===== src/rtl/reg_dump_sequencer_pkg.sv =====
// Shared definitions for the debug register dump path.
// Used by the dump FSM, its byte serializer and the debug unit.
package reg_dump_sequencer_pkg;

  localparam int NUM_REGS        = 32;
  localparam int DATA_WIDTH      = 32;
  localparam int BYTES_PER_WORD  = DATA_WIDTH / 8;
  localparam int DUMP_BYTE_COUNT = NUM_REGS * BYTES_PER_WORD;

  typedef enum logic [2:0] {
    ST_IDLE,
    ST_ADDR,
    ST_LOAD,
    ST_SEND,
    ST_NEXT,
    ST_DONE
  } dump_state_e;

endpackage


===== src/rtl/word_byte_serializer.sv =====
// Splits a loaded word into bytes, MSB first, over valid/ready.
// o_last pulses in the cycle the final byte is accepted.
module word_byte_serializer #(
  parameter int DATA_WIDTH = 32
) (
  input  logic                  i_clk,
  input  logic                  i_reset_n,
  input  logic                  i_load,
  input  logic [DATA_WIDTH-1:0] i_word,
  output logic [7:0]            o_tx_data,
  output logic                  o_tx_valid,
  input  logic                  i_tx_ready,
  output logic                  o_last
);

  localparam int BPW = DATA_WIDTH / 8;
  localparam int CW  = (BPW > 1) ? $clog2(BPW) : 1;

  logic [DATA_WIDTH-1:0] shift_q;
  logic [DATA_WIDTH-1:0] shift_n;
  logic [CW-1:0]         cnt_q;
  logic [7:0]            data_q;
  logic                  valid_q;
  logic                  xfer;
  logic                  last_byte;

  assign shift_n   = shift_q << 8;
  assign xfer      = valid_q && i_tx_ready;
  assign last_byte = (cnt_q == CW'(BPW - 1));
  assign o_last    = xfer && last_byte;

  assign o_tx_data  = data_q;
  assign o_tx_valid = valid_q;

  always_ff @(posedge i_clk or negedge i_reset_n) begin
    if (!i_reset_n) begin
      shift_q <= '0;
      cnt_q   <= '0;
      data_q  <= '0;
      valid_q <= 1'b0;
    end else if (i_load) begin
      shift_q <= i_word;
      cnt_q   <= '0;
      data_q  <= i_word[DATA_WIDTH-1 -: 8];
      valid_q <= 1'b1;
    end else if (xfer) begin
      if (last_byte) begin
        valid_q <= 1'b0;
      end else begin
        shift_q <= shift_n;
        cnt_q   <= cnt_q + 1'b1;
        data_q  <= shift_n[DATA_WIDTH-1 -: 8];
      end
    end
  end

endmodule


===== src/rtl/reg_dump_sequencer.sv =====
// Halts the pipeline and streams all GPRs out as bytes
// through the debug UART, MSB first per register.
module reg_dump_sequencer #(
  parameter int NUM_REGS   = 32,
  parameter int ADDR_WIDTH = 5,
  parameter int DATA_WIDTH = 32
) (
  input  logic                  i_clk,
  input  logic                  i_reset_n,
  input  logic                  i_start,
  output logic                  o_halt,
  output logic [ADDR_WIDTH-1:0] o_reg_read,
  input  logic [DATA_WIDTH-1:0] i_reg_content,
  output logic [7:0]            o_tx_data,
  output logic                  o_tx_valid,
  input  logic                  i_tx_ready,
  output logic                  o_busy,
  output logic                  o_done
);

  import reg_dump_sequencer_pkg::*;

  localparam logic [ADDR_WIDTH-1:0] LAST_REG =
    ADDR_WIDTH'(NUM_REGS - 1);

  dump_state_e           state_q;
  dump_state_e           state_d;
  logic [ADDR_WIDTH-1:0] addr_q;
  logic [ADDR_WIDTH-1:0] addr_d;
  logic                  final_q;
  logic                  final_d;
  logic                  halt_q;
  logic                  done_q;
  logic                  load;
  logic                  ser_last;

  word_byte_serializer #(
    .DATA_WIDTH (DATA_WIDTH)
  ) u_ser (
    .i_clk      (i_clk),
    .i_reset_n  (i_reset_n),
    .i_load     (load),
    .i_word     (i_reg_content),
    .o_tx_data  (o_tx_data),
    .o_tx_valid (o_tx_valid),
    .i_tx_ready (i_tx_ready),
    .o_last     (ser_last)
  );

  // The address advances on the last-byte edge, so NEXT doubles
  // as the read-mux settle cycle for the following register.
  always_comb begin
    state_d = state_q;
    addr_d  = addr_q;
    final_d = final_q;
    load    = 1'b0;
    unique case (state_q)
      ST_IDLE: begin
        if (i_start) begin
          state_d = ST_ADDR;
          addr_d  = '0;
          final_d = 1'b0;
        end
      end
      ST_ADDR: state_d = ST_LOAD;
      ST_LOAD: begin
        load    = 1'b1;
        state_d = ST_SEND;
      end
      ST_SEND: begin
        if (ser_last) begin
          state_d = ST_NEXT;
          final_d = (addr_q == LAST_REG);
          if (addr_q != LAST_REG) begin
            addr_d = addr_q + 1'b1;
          end
        end
      end
      ST_NEXT: state_d = final_q ? ST_DONE : ST_LOAD;
      ST_DONE: state_d = ST_IDLE;
      default: state_d = ST_IDLE;
    endcase
  end

  always_ff @(posedge i_clk or negedge i_reset_n) begin
    if (!i_reset_n) begin
      state_q <= ST_IDLE;
      addr_q  <= '0;
      final_q <= 1'b0;
      halt_q  <= 1'b0;
      done_q  <= 1'b0;
    end else begin
      state_q <= state_d;
      addr_q  <= addr_d;
      final_q <= final_d;
      halt_q  <= (state_d != ST_IDLE);
      done_q  <= (state_d == ST_DONE);
    end
  end

  assign o_halt     = halt_q;
  assign o_busy     = halt_q;
  assign o_done     = done_q;
  assign o_reg_read = addr_q;

endmodule


===== config.mk =====
export PLATFORM = sky130hd
export DESIGN_NAME = reg_dump_sequencer
export DESIGN_NICKNAME = d
export VERILOG_FILES = /design/src/rtl/reg_dump_sequencer_pkg.sv /design/src/rtl/word_byte_serializer.sv /design/src/rtl/reg_dump_sequencer.sv
export SDC_FILE = /design/constraint.sdc
export NUM_CORES = 1
export LEC_CHECK = 0
export BUFFER_PORTS_ARGS = -buffer_cell sky130_fd_sc_hd__buf_4
export CAP_MARGIN = 20
export CORE_UTILIZATION = 38
export CTS_BUF_LIST = sky130_fd_sc_hd__clkbuf_16
export DETAILED_ROUTE_END_ITERATION = 16
export GPL_TIMING_DRIVEN = 0
export PLACE_DENSITY = 0.56
export REMOVE_ABC_BUFFERS = 1
export SKIP_CTS_REPAIR_TIMING = 1
export SKIP_LAST_GASP = 1
export SLEW_MARGIN = 20
export SYNTH_ARGS = -nofsm -noshare
export SYNTH_HDL_FRONTEND = slang
export SYNTH_HIERARCHICAL = 1
export SYNTH_SLANG_ARGS = --single-unit

===== constraint.sdc =====
create_clock -name i_clk -period 4.44 [get_ports i_clk]
set_clock_uncertainty 0.1 [all_clocks]
set_input_delay 0.666 -clock i_clk [delete_from_list [all_inputs] [get_ports i_clk]]
set_output_delay 0.666 -clock i_clk [all_outputs]
set_load 0.1 [all_outputs]

==> impl_metrics.env <==
export IMPL_avgSynthCellArea_um2=9.34
export IMPL_vias=1776
export IMPL_post_route_drc_count=0
export IMPL_dieArea_um2=6140
export IMPL_cp_common_cell="ha_1"
export IMPL_path_clk_slew_ns=0.06
export IMPL_fmax_ghz=0.476
export IMPL_p_sw_mw=1.01
export IMPL_status="complete, no violations"
export IMPL_ant_nets=0
export IMPL_place_ws_ns=2.30
export IMPL_max_stage_delay_ns=0.42
export IMPL_slew_headroom_pct=35.4
export IMPL_power_total_mw=2.20
export IMPL_crit_family="simple AND/OR/NAND/NOR gates"
export IMPL_cp_cell_sequence="ha_1 -> and3_1 -> ha_1 -> nand4b_1 -> a211oi_2 -> mux2_2"
export IMPL_place_inst=347
export IMPL_rr_startpoint="o_reg_read[0]$_DFFE_PN0P_"
export IMPL_gp_congestion=0.765
export IMPL_cp_num_buf_inv=0
export IMPL_antenna_found_initial=0
export IMPL_syn_to_final_growth_pct=27.2
export IMPL_p_clk_share_pct=18.9
export IMPL_grt_pass1_wl_um=7770
export IMPL_tns_ns=0
export IMPL_hold_class="input pin to async pin"
export IMPL_rsz0062_at_grt="false"
export IMPL_critPathArrivalTime_ns=2.17
export IMPL_grt_usage_pct=16.2
export IMPL_syn_inst=237
export IMPL_drtPass1Iterations=4
export IMPL_worst_setup_path_end_kind="flop"
export IMPL_initial_core_util_pct=39.7
export IMPL_clock_latency_ns=0.28
export IMPL_grt_max_degree=47
export IMPL_critPathMaxFanout=5
export IMPL_worst_pin_slew_ns=0.969
export IMPL_drv_slew=0
export IMPL_portBuffers=52
export IMPL_ys_seq_area_share_pct=52.0
export IMPL_routed_wl_um=4420
export IMPL_startpoint="o_reg_read[0]$_DFFE_PN0P_"
export IMPL_dr_first_iter_drc_count=60
export IMPL_viasPerCell=5.00
export IMPL_row_count=27
export IMPL_yosys_warnings=6
export IMPL_die_x_um=78.3
export IMPL_synth_distinct_cells=31
export IMPL_fin_util_pct=50.5
export IMPL_wl_per_cell_um=12.4
export IMPL_power_density_nw_per_um2=779
export IMPL_io_pins=53
export IMPL_ctsHtreeMaxLevel=2
export IMPL_final_setup_viol_count=0
export IMPL_num_antenna_cells=0
export IMPL_final_cells=355
export IMPL_drive_gt1_share_pct=25.1
export IMPL_final_period_utilization_pct=47.3
export IMPL_maxCapViolCount=0
export IMPL_die_height_um=78.3
export IMPL_finalNetCount=321
export IMPL_pwr_share_seq_pct=33.1
export IMPL_synth_seq_cells=46
export IMPL_core_area_um2=5570
export IMPL_p_leak_nw=1.30
export IMPL_hpwl_um=2990
export IMPL_cts_buffers=5
export IMPL_p_int_mw=1.18
export IMPL_cts_buffer_depth=2
export IMPL_crit_required_ns=4.51
export IMPL_grt_pass1_vias=1722
export IMPL_syn_area_um2=2210
export IMPL_hold_viol=0
export IMPL_p_comb_share_pct=48.0
export IMPL_cts_tree="built"
export IMPL_crit_slowest_cell="dfrtp_1"
export IMPL_cts_sinks=46
export IMPL_cts_root_buf="clkbuf_16"
export IMPL_critPathKind="flop to flop"
export IMPL_worst_slack_ns=2.34
export IMPL_ir_worst_vdd_mv=0.299
export IMPL_start_kind="flop"
export IMPL_period_minus_slack_ns=2.10
export IMPL_p_sw_share_pct=46.1
export IMPL_overflow=0
registers in the layout, indices dropped and copies added (netlist names):
signal            cells
o_done                1
u_ser/o_tx_data       8
u_ser/cnt_q           2
o_busy                1
state_q               3
final_q               1
o_reg_read            5
u_ser/shift_q        24
u_ser/o_tx_valid      1
cells by family (layout without fill, tap and decap cells):
group / count (synthesis) / count (layout) / share of synthesized area [%]
simple gates: 95 / 95 / 21.8
compound gates: 67 / 67 / 16.4
flops: 46 / 46 / 52.0
buf+inv: 20 / 66 / 5.25
mux: 5 / 5 / 2.49
fa+ha+maj: 3 / 3 / 1.70
xor+xnor: 1 / 1 / 0.396
cell usage after synthesis:
cell type,instances,area share (%)
a2bb2oi_1,1,0.40
nand2b_1,2,0.56
or3b_4,1,0.51
a21oi_1,51,12
nand4b_1,1,0.40
mux2_2,4,2.0
dfrtp_1,46,52
buf_4,2,0.68
buf_2,9,2.0
inv_1,3,0.51
nor4b_2,1,0.68
nand2_1,45,7.6
buf_6,3,1.5
a211oi_2,1,0.56
or4_1,1,0.34
nand3_1,4,0.90
mux2i_1,1,0.45
nand3b_1,1,0.34
ha_1,3,1.7
and3_1,4,1.1
o21ai_0,10,2.3
o31ai_1,1,0.34
and3b_1,1,0.40
a21oi_4,1,0.73
o22ai_1,1,0.28
xnor2_1,1,0.40
nor2_1,7,1.2
clkbuf_1,3,0.51
o21bai_1,1,0.34
nor2b_1,26,7.3
nor3b_1,1,0.34
placed cells by master (no fill, tap or decap), types with 2 or more instances in the layout:
cell type / instances
a21oi_1: 51
and3_1: 4
buf_4: 52
clkbuf_16: 5
dfrtp_1: 46
ha_1: 3
inv_1: 4
mux2_2: 4
nand2_1: 45
nand2b_1: 2
nand3_1: 4
nor2_1: 6
nor2b_1: 26
o21ai_0: 10
final timing paths:
check / to / cells past startpoint / slack [ns]
worst max-delay path: o_reg_read[3]$_DFFE_PN0P_ / 6 / 2.34
worst min-delay path: o_reg_read[4]$_DFFE_PN0P_ / 1 / 0.28
worst max register to register: o_reg_read[3]$_DFFE_PN0P_ / 6 / 2.34
worst min register to register: state_q[1]$_DFF_PN0_ / 1 / 0.40
max in group asynchronous: u_ser/o_tx_data[4]$_DFFE_PN0P_ / 1 / 3.55
min in group i_clk: state_q[1]$_DFF_PN0_ / 1 / 0.40
layer usage:
| metal | share of wire (%) | vias to the layer above | routed length, µm | GRT usage (%) |
|---|---|---|---|---|
| met5 | 0 | - | 0 | 0 |
| li1 | - | 885 | - | - |
| met2 | 46 | 47 | 2020 | 26.0 |
| met4 | 1.2 | 0 | 51 | 6.11 |
| met1 | 48 | 837 | 2100 | 21.1 |
| met3 | 5.5 | 7 | 245 | 4.19 |
power groups by stage:
| stage | Combinational [mW] | Sequential [mW] | Clock, mW |
|---|---|---|---|
| floorplan | 0.383 | 1.14 | 0 |
| global placement | 1.03 | 0.727 | 0 |
| detailed placement | 1.06 | 0.735 | 0 |
| CTS | 1.07 | 0.727 | 0.428 |
| global route | 1.15 | 0.755 | 0.443 |
| finish | 1.05 | 0.727 | 0.415 |
metrics by stage:
| stage | area (µm²) | hold slack (ns) |
|---|---|---|
| 3_3_place_gp | 2590 | 0.397 |
| 4_1_cts | 2820 | 0.307 |
| 5_1_grt | 2820 | 0.335 |
| 2_1_floorplan | 2110 | 0.270 |
| 3_5_place_dp | 2650 | 0.395 |
| 6_report | 2820 | 0.282 |
cell type report:
cell class,count,area [µm²]
clock buffers,5,125
well taps,72,90.1
flip-flops and latches,46,1150
multi-input cells,171,955
fillers,538,2760
clock inverters,3,41.3
inverters,3,11.3
repair buffers,55,444
(Power assumes the default switching activity.)
